[config.mk]
export PLATFORM = sky130hd
export DESIGN_NAME = paddle_responder_flat
export DESIGN_NICKNAME = d
export VERILOG_FILES = /design/src/rtl/paddle_responder_if.sv /design/src/rtl/paddle_responder.sv /design/src/flat_wrapper.sv
export SDC_FILE = /design/constraint.sdc
export NUM_CORES = 1
export LEC_CHECK = 0
export ABC_AREA = 1
export CORE_UTILIZATION = 40
export DETAILED_ROUTE_END_ITERATION = 12
export PLACE_DENSITY = 0.62
export SLEW_MARGIN = 20
export SYNTH_ARGS = -nofsm -noshare
export SYNTH_HDL_FRONTEND = slang
export SYNTH_SLANG_ARGS = --single-unit
[constraint.sdc]
create_clock -name CLK -period 2.4 [get_ports CLK]
set_clock_uncertainty 0.15 [all_clocks]
set_input_delay 0.36 -clock CLK [delete_from_list [all_inputs] [get_ports CLK]]
set_output_delay 0.36 -clock CLK [all_outputs]
set_load 0.02 [all_outputs]
[src/rtl/paddle_responder_if.sv]
// Player-pin signal bundle between the board top and paddle_responder.
interface paddle_responder_if;
    logic       dwn;
    logic [7:0] position;
    logic       quad_a;
    logic       quad_b;
    logic       pin_low;
    logic       busy;
    logic [7:0] pos_out;

    // Board side: drives the chip request and the paddle inputs
    modport master (
        output dwn, position, quad_a, quad_b,
        input  pin_low, busy, pos_out
    );

    // Responder side
    modport slave (
        input  dwn, position, quad_a, quad_b,
        output pin_low, busy, pos_out
    );
endinterface

[src/rtl/paddle_responder.sv]
// Paddle (pot + RC) emulator for one AY-3-8500 player input.
// Holds the player pin low for (MIN_COUNT + position) * PRESCALE cycles
// after the chip releases its discharge request.
// PADDLE_QUAD_EN: position from quadrature encoder phases.
module paddle_responder #(
    parameter int unsigned PRESCALE  = 8,
    parameter int unsigned MIN_COUNT = 32,
    parameter int unsigned POS_RESET = 128
) (
    input  logic                 CLK,
    input  logic                 reset,
    paddle_responder_if.slave    bus
);

    localparam int unsigned PW = (PRESCALE > 1) ? $clog2(PRESCALE) : 1;
    localparam int unsigned CW = 10;
    localparam logic [PW-1:0] PRE_LAST = PW'(PRESCALE - 1);

    typedef enum logic [1:0] {
        S_IDLE,
        S_DISCHARGE,
        S_CHARGE,
        S_DONE
    } state_t;

    state_t          r_state;
    state_t          w_state_nxt;
    logic [PW-1:0]   r_presc;
    logic [PW-1:0]   w_presc_nxt;
    logic [CW-1:0]   r_unit;
    logic [CW-1:0]   w_unit_nxt;
    logic [CW-1:0]   w_unit_inc;
    logic [CW-1:0]   r_target;
    logic [CW-1:0]   w_target_nxt;
    logic            r_pin_low;
    logic            w_pin_low_nxt;
    logic            r_busy;
    logic            w_busy_nxt;
    logic [7:0]      r_pos;
    logic            w_unused;

    assign w_unit_inc  = r_unit + CW'(1);
    assign bus.pin_low = r_pin_low;
    assign bus.busy    = r_busy;
    assign bus.pos_out = r_pos;

    // State, counters and registered pin outputs
    always_ff @(posedge CLK) begin
        if (reset) begin
            r_state   <= S_IDLE;
            r_presc   <= '0;
            r_unit    <= '0;
            r_target  <= '0;
            r_pin_low <= 1'b0;
            r_busy    <= 1'b0;
        end else begin
            r_state   <= w_state_nxt;
            r_presc   <= w_presc_nxt;
            r_unit    <= w_unit_nxt;
            r_target  <= w_target_nxt;
            r_pin_low <= w_pin_low_nxt;
            r_busy    <= w_busy_nxt;
        end
    end

    // Next state, charge timing and next output values
    always_comb begin
        w_state_nxt  = r_state;
        w_presc_nxt  = r_presc;
        w_unit_nxt   = r_unit;
        w_target_nxt = r_target;

        if (bus.dwn && (r_state != S_DISCHARGE)) begin
            // Chip restarted discharge: abandon any charge in progress
            w_state_nxt = S_DISCHARGE;
        end else begin
            case (r_state)
                S_IDLE, S_DONE: begin
                    w_state_nxt = r_state;
                end
                S_DISCHARGE: begin
                    if (!bus.dwn) begin
                        w_state_nxt  = S_CHARGE;
                        w_target_nxt = CW'(MIN_COUNT) + CW'(r_pos);
                        w_presc_nxt  = '0;
                        w_unit_nxt   = '0;
                    end
                end
                S_CHARGE: begin
                    if (r_presc == PRE_LAST) begin
                        w_presc_nxt = '0;
                        w_unit_nxt  = w_unit_inc;
                        if (w_unit_inc == r_target) begin
                            w_state_nxt = S_DONE;
                        end
                    end else begin
                        w_presc_nxt = r_presc + PW'(1);
                    end
                end
                default: begin
                    w_state_nxt = S_IDLE;
                end
            endcase
        end

        w_pin_low_nxt = (w_state_nxt == S_DISCHARGE) || (w_state_nxt == S_CHARGE);
        w_busy_nxt    = (w_state_nxt == S_CHARGE);
    end

`ifdef PADDLE_QUAD_EN
    logic       r_qa_s1;
    logic       r_qa_s2;
    logic       r_qb_s1;
    logic       r_qb_s2;
    logic       r_qa_prev;
    logic       r_qb_prev;
    logic       w_step_up;
    logic       w_step_dn;

    assign w_unused = ^bus.position;

    // Two-flop synchronisers plus previous-phase register
    always_ff @(posedge CLK) begin
        if (reset) begin
            r_qa_s1   <= 1'b0;
            r_qa_s2   <= 1'b0;
            r_qb_s1   <= 1'b0;
            r_qb_s2   <= 1'b0;
            r_qa_prev <= 1'b0;
            r_qb_prev <= 1'b0;
        end else begin
            r_qa_s1   <= bus.quad_a;
            r_qa_s2   <= r_qa_s1;
            r_qb_s1   <= bus.quad_b;
            r_qb_s2   <= r_qb_s1;
            r_qa_prev <= r_qa_s2;
            r_qb_prev <= r_qb_s2;
        end
    end

    // Gray-step decode on {a,b}: 00->01->11->10->00 is up; double changes ignored
    always_comb begin
        w_step_up = 1'b0;
        w_step_dn = 1'b0;
        case ({r_qa_prev, r_qb_prev, r_qa_s2, r_qb_s2})
            4'b0001, 4'b0111, 4'b1110, 4'b1000: w_step_up = 1'b1;
            4'b0100, 4'b1101, 4'b1011, 4'b0010: w_step_dn = 1'b1;
            default: begin
                w_step_up = 1'b0;
                w_step_dn = 1'b0;
            end
        endcase
    end

    // Saturating position register
    always_ff @(posedge CLK) begin
        if (reset) begin
            r_pos <= 8'(POS_RESET);
        end else if (w_step_up && (r_pos != 8'hFF)) begin
            r_pos <= r_pos + 8'd1;
        end else if (w_step_dn && (r_pos != 8'h00)) begin
            r_pos <= r_pos - 8'd1;
        end
    end
`else
    assign w_unused = bus.quad_a ^ bus.quad_b;

    // Direct position, registered once
    always_ff @(posedge CLK) begin
        if (reset) begin
            r_pos <= 8'h00;
        end else begin
            r_pos <= bus.position;
        end
    end
`endif

endmodule

[src/flat_wrapper.sv]
// flat-port wrapper written by rule: the top's interface ports become plain ports
module paddle_responder_flat 
#(
    parameter int unsigned PRESCALE  = 8,
    parameter int unsigned MIN_COUNT = 32,
    parameter int unsigned POS_RESET = 128
)
  (CLK, reset, bus_dwn, bus_position, bus_quad_a, bus_quad_b, bus_pin_low, bus_busy, bus_pos_out);
  paddle_responder_if bus_i ();
  input  logic CLK;
  input  logic reset;
  input wire logic [$bits(bus_i.dwn)-1:0] bus_dwn;
  input wire logic [$bits(bus_i.position)-1:0] bus_position;
  input wire logic [$bits(bus_i.quad_a)-1:0] bus_quad_a;
  input wire logic [$bits(bus_i.quad_b)-1:0] bus_quad_b;
  output wire logic [$bits(bus_i.pin_low)-1:0] bus_pin_low;
  output wire logic [$bits(bus_i.busy)-1:0] bus_busy;
  output wire logic [$bits(bus_i.pos_out)-1:0] bus_pos_out;
  assign bus_i.dwn = bus_dwn;
  assign bus_i.position = bus_position;
  assign bus_i.quad_a = bus_quad_a;
  assign bus_i.quad_b = bus_quad_b;
  assign bus_pin_low = bus_i.pin_low;
  assign bus_busy = bus_i.busy;
  assign bus_pos_out = bus_i.pos_out;
  paddle_responder #(.PRESCALE(PRESCALE), .MIN_COUNT(MIN_COUNT), .POS_RESET(POS_RESET)) u_core (.CLK(CLK), .reset(reset), .bus(bus_i));
endmodule
# --- Yosys cells after proc, flatten, opt, wreduce, memory -nomap -nowiden ---
# Cells that the tools add are included.
totals:
  n_memories: 0
  latchBits: 0
  regBits: 35
  rom_bits: 0
  out_inout_bits: 10
  inputBits: 13
  ramBits: 0
  wordCells: 41
classes:
  n_lt_le_gt_ge: 0
  mux: 11
  n_mul: 0
  n_reduce_logical: 8
  div: 0
  bitwise_logic: 2
  eq_ne: 10
  n_shift: 0
  add_sub_neg: 3
op_table:
  columns: ["operator", "count"]
  rows:
  - ["$mux W10", 2]
  - ["$pmux W10 S2", 1]
  - ["$add A10 B1 Y10 const B", 1]
  - ["$eq A10 B10 Y1", 1]
  - ["$add A6 B8 Y9 const A", 1]
  - ["$mux W2", 4]
  - ["$eq A2 B2 Y1 const B", 3]
  - ["$mux W3", 2]
  - ["$pmux W2 S3", 1]
  - ["$pmux W3 S2", 1]
  - ["$reduce_and A3 Y1", 2]
  - ["$eq A2 B1 Y1 const B", 2]
  - ["$ne A2 B1 Y1 const B", 2]
  - ["$reduce_and A4 Y1", 1]
  - ["$add A3 B1 Y3 const B", 1]
  - ["$eq A3 B3 Y1 const B", 1]
  - ["$logic_not A2 Y1", 1]
  - ["$ne A2 B2 Y1 const B", 1]
  - ["$not A1 Y1", 2]
  - ["$reduce_bool A2 Y1", 1]
  - ["$reduce_or A2 Y1", 1]
  - ["$logic_and A1 B1 Y1", 1]
  - ["$logic_or A1 B1 Y1", 1]

# --- Logic depth before layout (Yosys ltp) ---
# Gate-level depths: netlist of run 1.
depth:
  ltp_word: 8
  depth_mapped: 15
  depth_no_buf: 15

# --- Worst setup path after synthesis of run 1 ---
# OpenSTA, ideal clock, no wires.
synth_timing:
  kind: "register to register"
  from: "reg u_core.r_unit[0]"
  to: "reg u_core.r_pin_low, in the netlist u_core.bus.pin_low"
  setup_ns: 0.067
  path_buffers: 0
  required_time_ns: 2.183
  slack_ns: 0.493
  synth_period_minus_slack_ns: 1.907
  arrival_time_ns: 1.691
  path_stages_with_launch: 13
  path_cell_list: "dfxtp_1 ha_1 nand2_2 nor2_2 nand2_1 nand2_1 nand3_1 nand2_1 nand4_1 nand2_1 inv_1 ha_1 nor2_1"
synth_via:
  elab_chain_len: 8
  word_cells_on_any_way: 9
  classes_between: "add/sub: 1; eq/ne: 3; mux: 4; reduce/logical: 1"
synth_lines:
  columns: ["item", "line", "text"]
  rows:
  - ["start, declared", "paddle_responder.sv:30", "logic [CW-1:0] r_unit;"]
  - ["start signal, assigned", "paddle_responder.sv:59", "r_unit <= w_unit_nxt;"]
  - ["$add A10 B1 Y10 (*)", "paddle_responder.sv:42", "assign w_unit_inc = r_unit + CW'(1);"]
  - ["$eq A10 B10 Y1 (*)", "paddle_responder.sv:93", "if (w_unit_inc == r_target) begin"]
  - ["$mux W2 (*)", "paddle_responder.sv:93", null]
  - ["$mux W2 (*)", "paddle_responder.sv:90", "if (r_presc == PRE_LAST) begin"]
  - ["$pmux W2 S3 (*)", "paddle_responder.sv:77", "case (r_state)"]
  - ["$mux W2 (*)", "paddle_responder.sv:73", "if (bus.dwn && (r_state != S_DISCHARGE)) begin"]
  - ["$eq A2 B1 Y1 or $eq A2 B2 Y1 (tied branches)", "paddle_responder.sv:106", "w_pin_low_nxt = (w_state_nxt == S_DISCHARGE) || (w_state_nxt == S_CHARGE);"]
  - ["$logic_or A1 B1 Y1 (*)", "paddle_responder.sv:106", null]
  - ["end signal, assigned", "paddle_responder.sv:61", "r_pin_low <= w_pin_low_nxt;"]
  - ["end, declared", "paddle_responder.sv:35", "logic r_pin_low;"]
# Mark *: on every way between the ends. The rest lies on a longest branch, timed or not.
# A chain may end at the register's enable or synchronous reset.

# --- Worst setup path after layout of run 1 ---
# Same ends and word-level chain as after synthesis.

==> tab_implementation.tex, run 1 <==
\begin{tabular}{lr}
\hline
Metric & Value \\
\hline
\multicolumn{2}{l}{\textbf{Critical path}} \\
\quad Startpoint type of the worst setup path & flip-flop \\
\quad Data arrival, critical path & 2.26 ns \\
\quad Flop2flop setup slack & 0.21 ns \\
\quad Critical R2R Launch & u\_core.r\_unit[0] \\
\quad Required time reported for the critical path endpoint & 2.47 ns \\
\quad CP startpoint & u\_core.r\_unit[0] \\
\quad Critical Path Sink Type & flip-flop \\
\quad Crit Path Category & reg -> reg \\
\quad Top fanout value on the critical path & 6 \\
\multicolumn{2}{l}{\textbf{Layout}} \\
\quad Share of post-route cells with drive strength above 1 & 7.27\% \\
\quad Most common cell after layout, fill and taps aside & sky130\_fd\_sc\_hd\_\_nand2\_1 \\
\quad Area growth from synthesis to final layout & 22.7\% \\
\quad Most frequent cells in the layout & 55 x sky130\_fd\_sc\_hd\_\_nand2\_1, 39 x sky130\_fd\_sc\_hd\_\_inv\_1, 34 x sky130\_fd\_sc\_hd\_\_dfxtp\_1, 33 x sky130\_fd\_sc\_hd\_\_nor2\_1, 24 x sky130\_fd\_sc\_hd\_\_nand3\_1 \\
\quad Inserted Diodes & 0 \\
\quad \# nets final & 294 \\
\quad Cell area after layout & 2060 um\^{}2 \\
\multicolumn{2}{l}{\textbf{Die}} \\
\quad Cell Rows & 23 \\
\quad Number of top-level design ports & 23 \\
\quad Core area & 4000 um\^{}2 \\
\quad Die width & 66.8 um \\
\quad Initial core utilization & 41.9\% \\
\quad Overall die height & 66.8 um \\
\quad Total Die Area & 4460 um\^{}2 \\
\multicolumn{2}{l}{\textbf{GRT}} \\
\quad Via count of the first global-routing pass & 1407 \\
\quad Pin count of the biggest net entering global routing & 15 \\
\quad Antenna violations before repair & 0 \\
\quad Global-route wire length before repair & 5.98 mm \\
\quad Overflow left after global routing & 0 \\
\quad Global-route usage over all layers & 17.9\% \\
\multicolumn{2}{l}{\textbf{Drt}} \\
\quad Routed Wire Length & 3.44 mm \\
\quad Sum of met2 wire segment lengths after detailed routing & 1.48 mm \\
\quad Routed metal-1 wirelength & 1.74 mm \\
\quad Routed vias & 1529 \\
\quad Initial DRT Pass Iterations & 4 \\
\quad Sum of met3 wire segment lengths after detailed routing & 157 um \\
\quad Violation count after the first detailed-route iteration & 47 \\
\quad Top layer reached by signal wires & met4 \\
\quad Wirelength per Cell & 10.6 um \\
\quad Detailed-route vias per instance & 4.70 \\
\quad Residual DRC count & 0 \\
\quad Antenna viol nets, final & 0 \\
\multicolumn{2}{l}{\textbf{Hold path}} \\
\quad Worst Min Path Start & u\_core.r\_presc[2] \\
\quad Worst min-delay path category & reg -> reg \\
\multicolumn{2}{l}{\textbf{STA}} \\
\quad TNS Setup & 0 ns \\
\quad Final Hold Vio Count & 0 \\
\quad Final Max Slew Viols & 0 \\
\quad Number of endpoints failing setup at the final stage & 0 \\
\quad Final Critical Period & 2.19 ns \\
\quad Final clock period utilization by the worst path & 91.4\% \\
\quad Worst slew margin relative to its limit & 79.9\% \\
\quad Highest attainable clock frequency & 0.456 GHz \\
\quad Slew of the pin with the lowest slew margin & 0.300 ns \\
\quad Unrepaired setup endpoints after global routing & no \\
\multicolumn{2}{l}{\textbf{Synth}} \\
\quad Share of the synthesized area in compound gates (AO/OA/AOI/OAI) & 12.2\% \\
\quad Multiplexer area fraction after synthesis & 0\% \\
\quad Post-synthesis sequential area ratio & 40.6\% \\
\quad Area share of fa/ha/maj cells after synthesis & 5.22\% \\
\quad Yosys warnings & 0 \\
\quad Mapped cell area & 1680 um\^{}2 \\
\quad Main combinational cell family by area after synthesis & simple AND/OR/NAND/NOR gates \\
\quad Share of the synthesized area in the top cell type & 40.6\% \\
\quad Largest area contributor in the netlist & sky130\_fd\_sc\_hd\_\_dfxtp\_1 \\
\quad Cell count after synthesis & 247 \\
\quad Avg Synthesized Cell Area & 6.79 um\^{}2 \\
\quad Post-synthesis share of cell area spent on xor and xnor gates & 0.522\% \\
\quad Number of distinct standard cells referenced by the synthesized netlist & 23 \\
\quad Simple-gate share of the synthesized area & 31.5\% \\
\quad Total of flip-flops plus latches after synthesis & 34 \\
\quad Leading post-synthesis cells by cell area & sky130\_fd\_sc\_hd\_\_dfxtp\_1 41\%, sky130\_fd\_sc\_hd\_\_nand2\_1 12\%, sky130\_fd\_sc\_hd\_\_inv\_1 8.7\% \\
\quad Net count after synthesis & 267 \\
\multicolumn{2}{l}{\textbf{CTS}} \\
\quad Clk\_lat worst skew & 0.28 ns \\
\quad Setup bufs post-CTS & 0 \\
\quad Number of clock sinks & 34 \\
\quad Clock tree from TritonCTS & yes \\
\quad Number of levels the H-tree was split into & 2 \\
\quad Clock Path Buffers & 2 \\
\quad Number of buffers inserted during clock tree synthesis & 5 \\
\quad Clock tree root driver cell & sky130\_fd\_sc\_hd\_\_clkbuf\_8 \\
\quad Clock transition at the register clock pins on the worst setup and hold paths after CTS & 0.07 ns \\
\multicolumn{2}{l}{\textbf{Power}} \\
\quad Net switching component of the power & 0.000285 W \\
\quad Combinational Power Share & 10.8\% \\
\quad Sequential fraction of design power & 51.5\% \\
\quad Switch share & 24.6\% \\
\quad Lkg Pwr & 0.882 nW \\
\quad Maximum resistive drop on vdd & 0.431 mV \\
\quad Relative contribution of the clock network to total power & 37.7\% \\
\quad Total power after layout & 0.00116 W \\
\quad Pint & 0.000874 W \\
\quad Power Density & 563 nW/um\^{}2 \\
\multicolumn{2}{l}{\textbf{Placed design}} \\
\quad Dpl hpwl & 2.53 mm \\
\quad PortBufs & 20 \\
\quad GP Congestion & 0.833 \\
\quad Placed cell areas & 1960 um\^{}2 \\
\multicolumn{2}{l}{\textbf{Run status}} \\
\quad Status & finished clean \\
\multicolumn{2}{l}{\textbf{Job}} \\
\quad Number of max-capacitance violations reported & 0 \\
\hline
\end{tabular}
==> cell usage after synthesis <==
library cell,n
sky130_fd_sc_hd__a211oi_1,2
sky130_fd_sc_hd__o21ai_1,2
sky130_fd_sc_hd__nor2_1,33
sky130_fd_sc_hd__nand4_1,1
sky130_fd_sc_hd__nand3_1,24
sky130_fd_sc_hd__clkbuf_1,5
sky130_fd_sc_hd__clkinv_1,1
sky130_fd_sc_hd__dfxtp_1,34
sky130_fd_sc_hd__nand2_2,2
sky130_fd_sc_hd__inv_1,39
sky130_fd_sc_hd__nand3b_1,1
sky130_fd_sc_hd__and2_1,1
sky130_fd_sc_hd__a21oi_1,21
sky130_fd_sc_hd__o211ai_1,1
sky130_fd_sc_hd__o21ai_0,10
sky130_fd_sc_hd__ha_1,7
sky130_fd_sc_hd__o21bai_1,1
sky130_fd_sc_hd__nor3_4,1
sky130_fd_sc_hd__nand3_2,1
sky130_fd_sc_hd__xnor2_1,1
sky130_fd_sc_hd__nand2_1,55
sky130_fd_sc_hd__nor2_2,3
sky130_fd_sc_hd__a32oi_1,1
==> area by class of cell <==
class | count | area [um^2]
Sequential cell | 34 | 681
Clock inverter | 1 | 5.00
Multi-Input combinational cell | 168 | 836
Inverter | 40 | 150
Fill cell | 402 | 1940
Clock buffer | 7 | 86.3
Tap cell | 50 | 62.6
Timing Repair Buffer | 25 | 238
==> worst max-delay path, stage by stage (launching register included) <==
cell                      delay [ns]
sky130_fd_sc_hd__dfxtp_1        0.43
sky130_fd_sc_hd__ha_2           0.26
sky130_fd_sc_hd__nand2_2        0.11
sky130_fd_sc_hd__nor2_4         0.15
sky130_fd_sc_hd__nand2_1        0.09
sky130_fd_sc_hd__nand2_1        0.08
sky130_fd_sc_hd__nand3_1        0.07
sky130_fd_sc_hd__nand2_1        0.08
sky130_fd_sc_hd__nand4_1        0.18
sky130_fd_sc_hd__nand2_1        0.11
sky130_fd_sc_hd__inv_1          0.05
sky130_fd_sc_hd__ha_1           0.28
sky130_fd_sc_hd__nor2_1         0.10
==> worst paths after layout <==
path | end | cells past startpoint
worst max-delay path | u_core.bus.pin_low | 12
worst min-delay path | u_core.r_presc[2] | 2
worst max register to register | u_core.bus.pin_low | 12
worst min register to register | u_core.r_presc[2] | 2
==> cells by family (layout without fill, tap and decap cells) <==
group,count (synthesis),after routing
xor+xnor,1,1
compound gates,38,38
fa+ha+maj,7,7
flops,34,34
buf+inv,45,73
simple gates,122,122
==> metal layers <==
layer | track usage (%) | vias up
li1 | - | 836
met2 | 27.9 | 31
met4 | 8.78 | 0
met5 | 0 | -
met1 | 22.3 | 656
met3 | 5.31 | 6
==> power by group through the flow <==
stage	sequential, W	clock, W	combinational, W
final	0.000597	0.000437	0.000126
after global routing	0.000599	0.000473	0.000141
after CTS	0.000597	0.000451	0.000127
after detailed placement	0.000609	0	0.000126
after global placement	0.000609	0	0.000125
after floorplan	0.000619	0	0.0000604
==> per-stage QoR <==
stage	hold WS (ns)	util (%)	cells	worst slack, ns
finish	0.320	51.5	325	0.206
global route	0.340	51.5	325	0.00564
CTS	0.324	51.3	325	0.144
detailed placement	0.313	49.0	317	0.172
global placement	0.307	49.0	317	0.199
floorplan	0.294	-	247	0.493
==> flip-flops by register name (all words and copies together) (netlist names) <==
register	count
u_core.bus.pos_out	8
u_core.r_target	9
u_core.r_state	2
u_core.r_unit	10
u_core.bus.busy	1
u_core.r_presc	3
u_core.bus.pin_low	1
==> repair_timing <==
item | CTS | global route
hold buffers | 0 | 0
gates resized for setup | 0 | 2
hold endpoints to repair | 0 | 0
setup endpoints to repair | 0 | 1
(Power assumes the default switching activity.)
==> inputs of run 2 (changes only) <==
--- a/config.mk
+++ b/config.mk
@@ -8,7 +8,7 @@
 export ABC_AREA = 1
 export CORE_UTILIZATION = 40
 export DETAILED_ROUTE_END_ITERATION = 12
-export PLACE_DENSITY = 0.62
+export PLACE_DENSITY = 0.69
 export SLEW_MARGIN = 20
 export SYNTH_ARGS = -nofsm -noshare
 export SYNTH_HDL_FRONTEND = slang
==> tab_implementation.tex, run 2 (synthesis gave the netlist of run 1 again) <==
\begin{tabular}{lr}
\hline
Metric & Value \\
\hline
\multicolumn{2}{l}{\textbf{Run status}} \\
\quad Status & finished clean \\
\multicolumn{2}{l}{\textbf{STA}} \\
\quad Unrepaired setup endpoints after global routing & no \\
\quad Final Critical Period & 2.16 ns \\
\quad Highest attainable clock frequency & 0.462 GHz \\
\quad Number of endpoints failing setup at the final stage & 0 \\
\quad Slew of the pin with the lowest slew margin & 0.299 ns \\
\quad Final Max Slew Viols & 0 \\
\quad TNS Setup & 0 ns \\
\quad Worst slew margin relative to its limit & 80.0\% \\
\quad Final Hold Vio Count & 0 \\
\quad Final clock period utilization by the worst path & 90.2\% \\
\multicolumn{2}{l}{\textbf{Critical path}} \\
\quad Critical Path Sink Type & flip-flop \\
\quad Required time reported for the critical path endpoint & 2.47 ns \\
\quad Top fanout value on the critical path & 6 \\
\quad Crit Path Category & reg -> reg \\
\quad Number of cells traversed by the worst register-to-register path & 12 \\
\quad Startpoint type of the worst setup path & flip-flop \\
\quad Flop2flop setup slack & 0.24 ns \\
\quad Data arrival, critical path & 2.23 ns \\
\multicolumn{2}{l}{\textbf{GRT}} \\
\quad Antenna violations before repair & 0 \\
\quad Global-route wire length before repair & 5.98 mm \\
\quad Via count of the first global-routing pass & 1361 \\
\quad Overflow left after global routing & 0 \\
\quad Global-route usage over all layers & 17.9\% \\
\quad Pin count of the biggest net entering global routing & 26 \\
\multicolumn{2}{l}{\textbf{Drt}} \\
\quad Routed vias & 1550 \\
\quad Detailed-route vias per instance & 4.78 \\
\quad Initial DRT Pass Iterations & 4 \\
\quad Residual DRC count & 0 \\
\quad Routed Wire Length & 3.47 mm \\
\quad Antenna viol nets, final & 0 \\
\quad Wirelength per Cell & 10.7 um \\
\quad Violation count after the first detailed-route iteration & 115 \\
\multicolumn{2}{l}{\textbf{Placed design}} \\
\quad Dpl hpwl & 2.47 mm \\
\quad GP Congestion & 0.823 \\
\quad PortBufs & 20 \\
\multicolumn{2}{l}{\textbf{CTS}} \\
\quad Clock tree from TritonCTS & yes \\
\quad Clock Path Buffers & 2 \\
\quad Clock tree root driver cell & sky130\_fd\_sc\_hd\_\_clkbuf\_8 \\
\quad Number of levels the H-tree was split into & 2 \\
\quad Clk\_lat worst skew & 0.28 ns \\
\quad Number of buffers inserted during clock tree synthesis & 5 \\
\quad Setup bufs post-CTS & 0 \\
\quad Number of clock sinks & 34 \\
\quad Clock transition at the register clock pins on the worst setup and hold paths after CTS & 0.07 ns \\
\quad CTS Hold Bufs & 0 \\
\multicolumn{2}{l}{\textbf{Die}} \\
\quad Overall die height & 66.8 um \\
\quad Initial core utilization & 41.9\% \\
\quad Die width & 66.8 um \\
\quad Cell Rows & 23 \\
\quad Core area & 4000 um\^{}2 \\
\quad Number of top-level design ports & 23 \\
\quad Total Die Area & 4460 um\^{}2 \\
\multicolumn{2}{l}{\textbf{Layout}} \\
\quad Area growth from synthesis to final layout & 23.1\% \\
\quad \# nets final & 293 \\
\quad Max reg flops & 10 \\
\quad Inserted Diodes & 0 \\
\quad Most frequent cells in the layout & 55 x sky130\_fd\_sc\_hd\_\_nand2\_1, 39 x sky130\_fd\_sc\_hd\_\_inv\_1, 33 x sky130\_fd\_sc\_hd\_\_nor2\_1, 33 x sky130\_fd\_sc\_hd\_\_dfxtp\_1, 24 x sky130\_fd\_sc\_hd\_\_nand3\_1 \\
\quad Most common cell after layout, fill and taps aside & sky130\_fd\_sc\_hd\_\_nand2\_1 \\
\quad Largest register by flop count & u\_core.r\_unit \\
\quad Final core utilization & 51.6\% \\
\quad Share of post-route cells with drive strength above 1 & 7.30\% \\
\quad Filler cell count & 417 \\
\multicolumn{2}{l}{\textbf{Power}} \\
\quad Maximum resistive drop on vdd & 0.365 mV \\
\quad Power Density & 599 nW/um\^{}2 \\
\quad Lkg Pwr & 0.881 nW \\
\multicolumn{2}{l}{\textbf{Job}} \\
\quad Number of max-capacitance violations reported & 0 \\
\multicolumn{2}{l}{\textbf{Hold path}} \\
\quad Worst min-delay path category & reg -> reg \\
\quad Number of cells on the worst hold path & 2 \\
\hline
\end{tabular}
run 2: layer usage:
| metal | global-route usage, % | up-vias | routed length (um) |
|---|---|---|---|
| met5 | 0 | - | 0 |
| met4 | 6.65 | 0 | 2 |
| met3 | 4.79 | 2 | 140 |
| met2 | 28.0 | 37 | 1580 |
| met1 | 23.2 | 682 | 1740 |
| li1 | - | 829 | - |
run 2: worst max-delay path, cell delays in order (launching register included):
cell	delay, ns
sky130_fd_sc_hd__dfxtp_2	0.38
sky130_fd_sc_hd__ha_2	0.23
sky130_fd_sc_hd__nand2_2	0.10
sky130_fd_sc_hd__nor2_2	0.20
sky130_fd_sc_hd__nand2_1	0.11
sky130_fd_sc_hd__nand2_1	0.09
sky130_fd_sc_hd__nand3_1	0.06
sky130_fd_sc_hd__nand2_1	0.08
sky130_fd_sc_hd__nand4_1	0.16
sky130_fd_sc_hd__nand2_1	0.11
sky130_fd_sc_hd__inv_1	0.05
sky130_fd_sc_hd__ha_1	0.28
sky130_fd_sc_hd__nor2_1	0.10
run 2: area by class of cell:
| cell class | count | area [um^2] | share of cell area, % |
|---|---|---|---|
| timing repair buffer | 24 | 230 | 11.1 |
| inverter | 40 | 150 | 7.27 |
| tap | 50 | 62.6 | 3.03 |
| sequential | 34 | 682 | 33.0 |
| multi-input combinational | 168 | 831 | 40.2 |
| clock buffer | 6 | 72.6 | 3.51 |
| clock inverter | 2 | 37.5 | 1.82 |
run 2: worst paths after layout:
check,start,endpoint
max,u_core.r_unit[0],u_core.bus.pin_low
min,u_core.r_target[4],u_core.r_target[4]
max reg2reg,u_core.r_unit[0],u_core.bus.pin_low
min reg2reg,u_core.r_target[4],u_core.r_target[4]
run 2: through the flow:
step	hold WS, ns	cells	power [W]	instance area (um^2)	setup WS [ns]
after floorplan	0.294	247	0.000679	1680	0.493
after detailed placement	0.313	316	0.000735	1950	0.172
final	0.320	324	0.00124	2070	0.236
after CTS	0.324	324	0.00125	2060	0.132
after global routing	0.354	324	0.00130	2070	0.0570
after global placement	0.305	316	0.000732	1950	0.198
run 2: power by group:
| group | switching (W) | total (W) | internal (W) |
|---|---|---|---|
| clock network | 0.000206 | 0.000515 | 0.000310 |
| registers | 0.0000123 | 0.000597 | 0.000585 |
| logic | 0.0000681 | 0.000125 | 0.0000569 |
| total | 0.000286 | 0.00124 | 0.000952 |
run 2: timing repair:
| item | 4_1_cts | 5_1_grt |
|---|---|---|
| hold endpoints to repair | 0 | 0 |
| resized for setup | 0 | 2 |
| endpoints found under the setup margin | 0 | 2 |
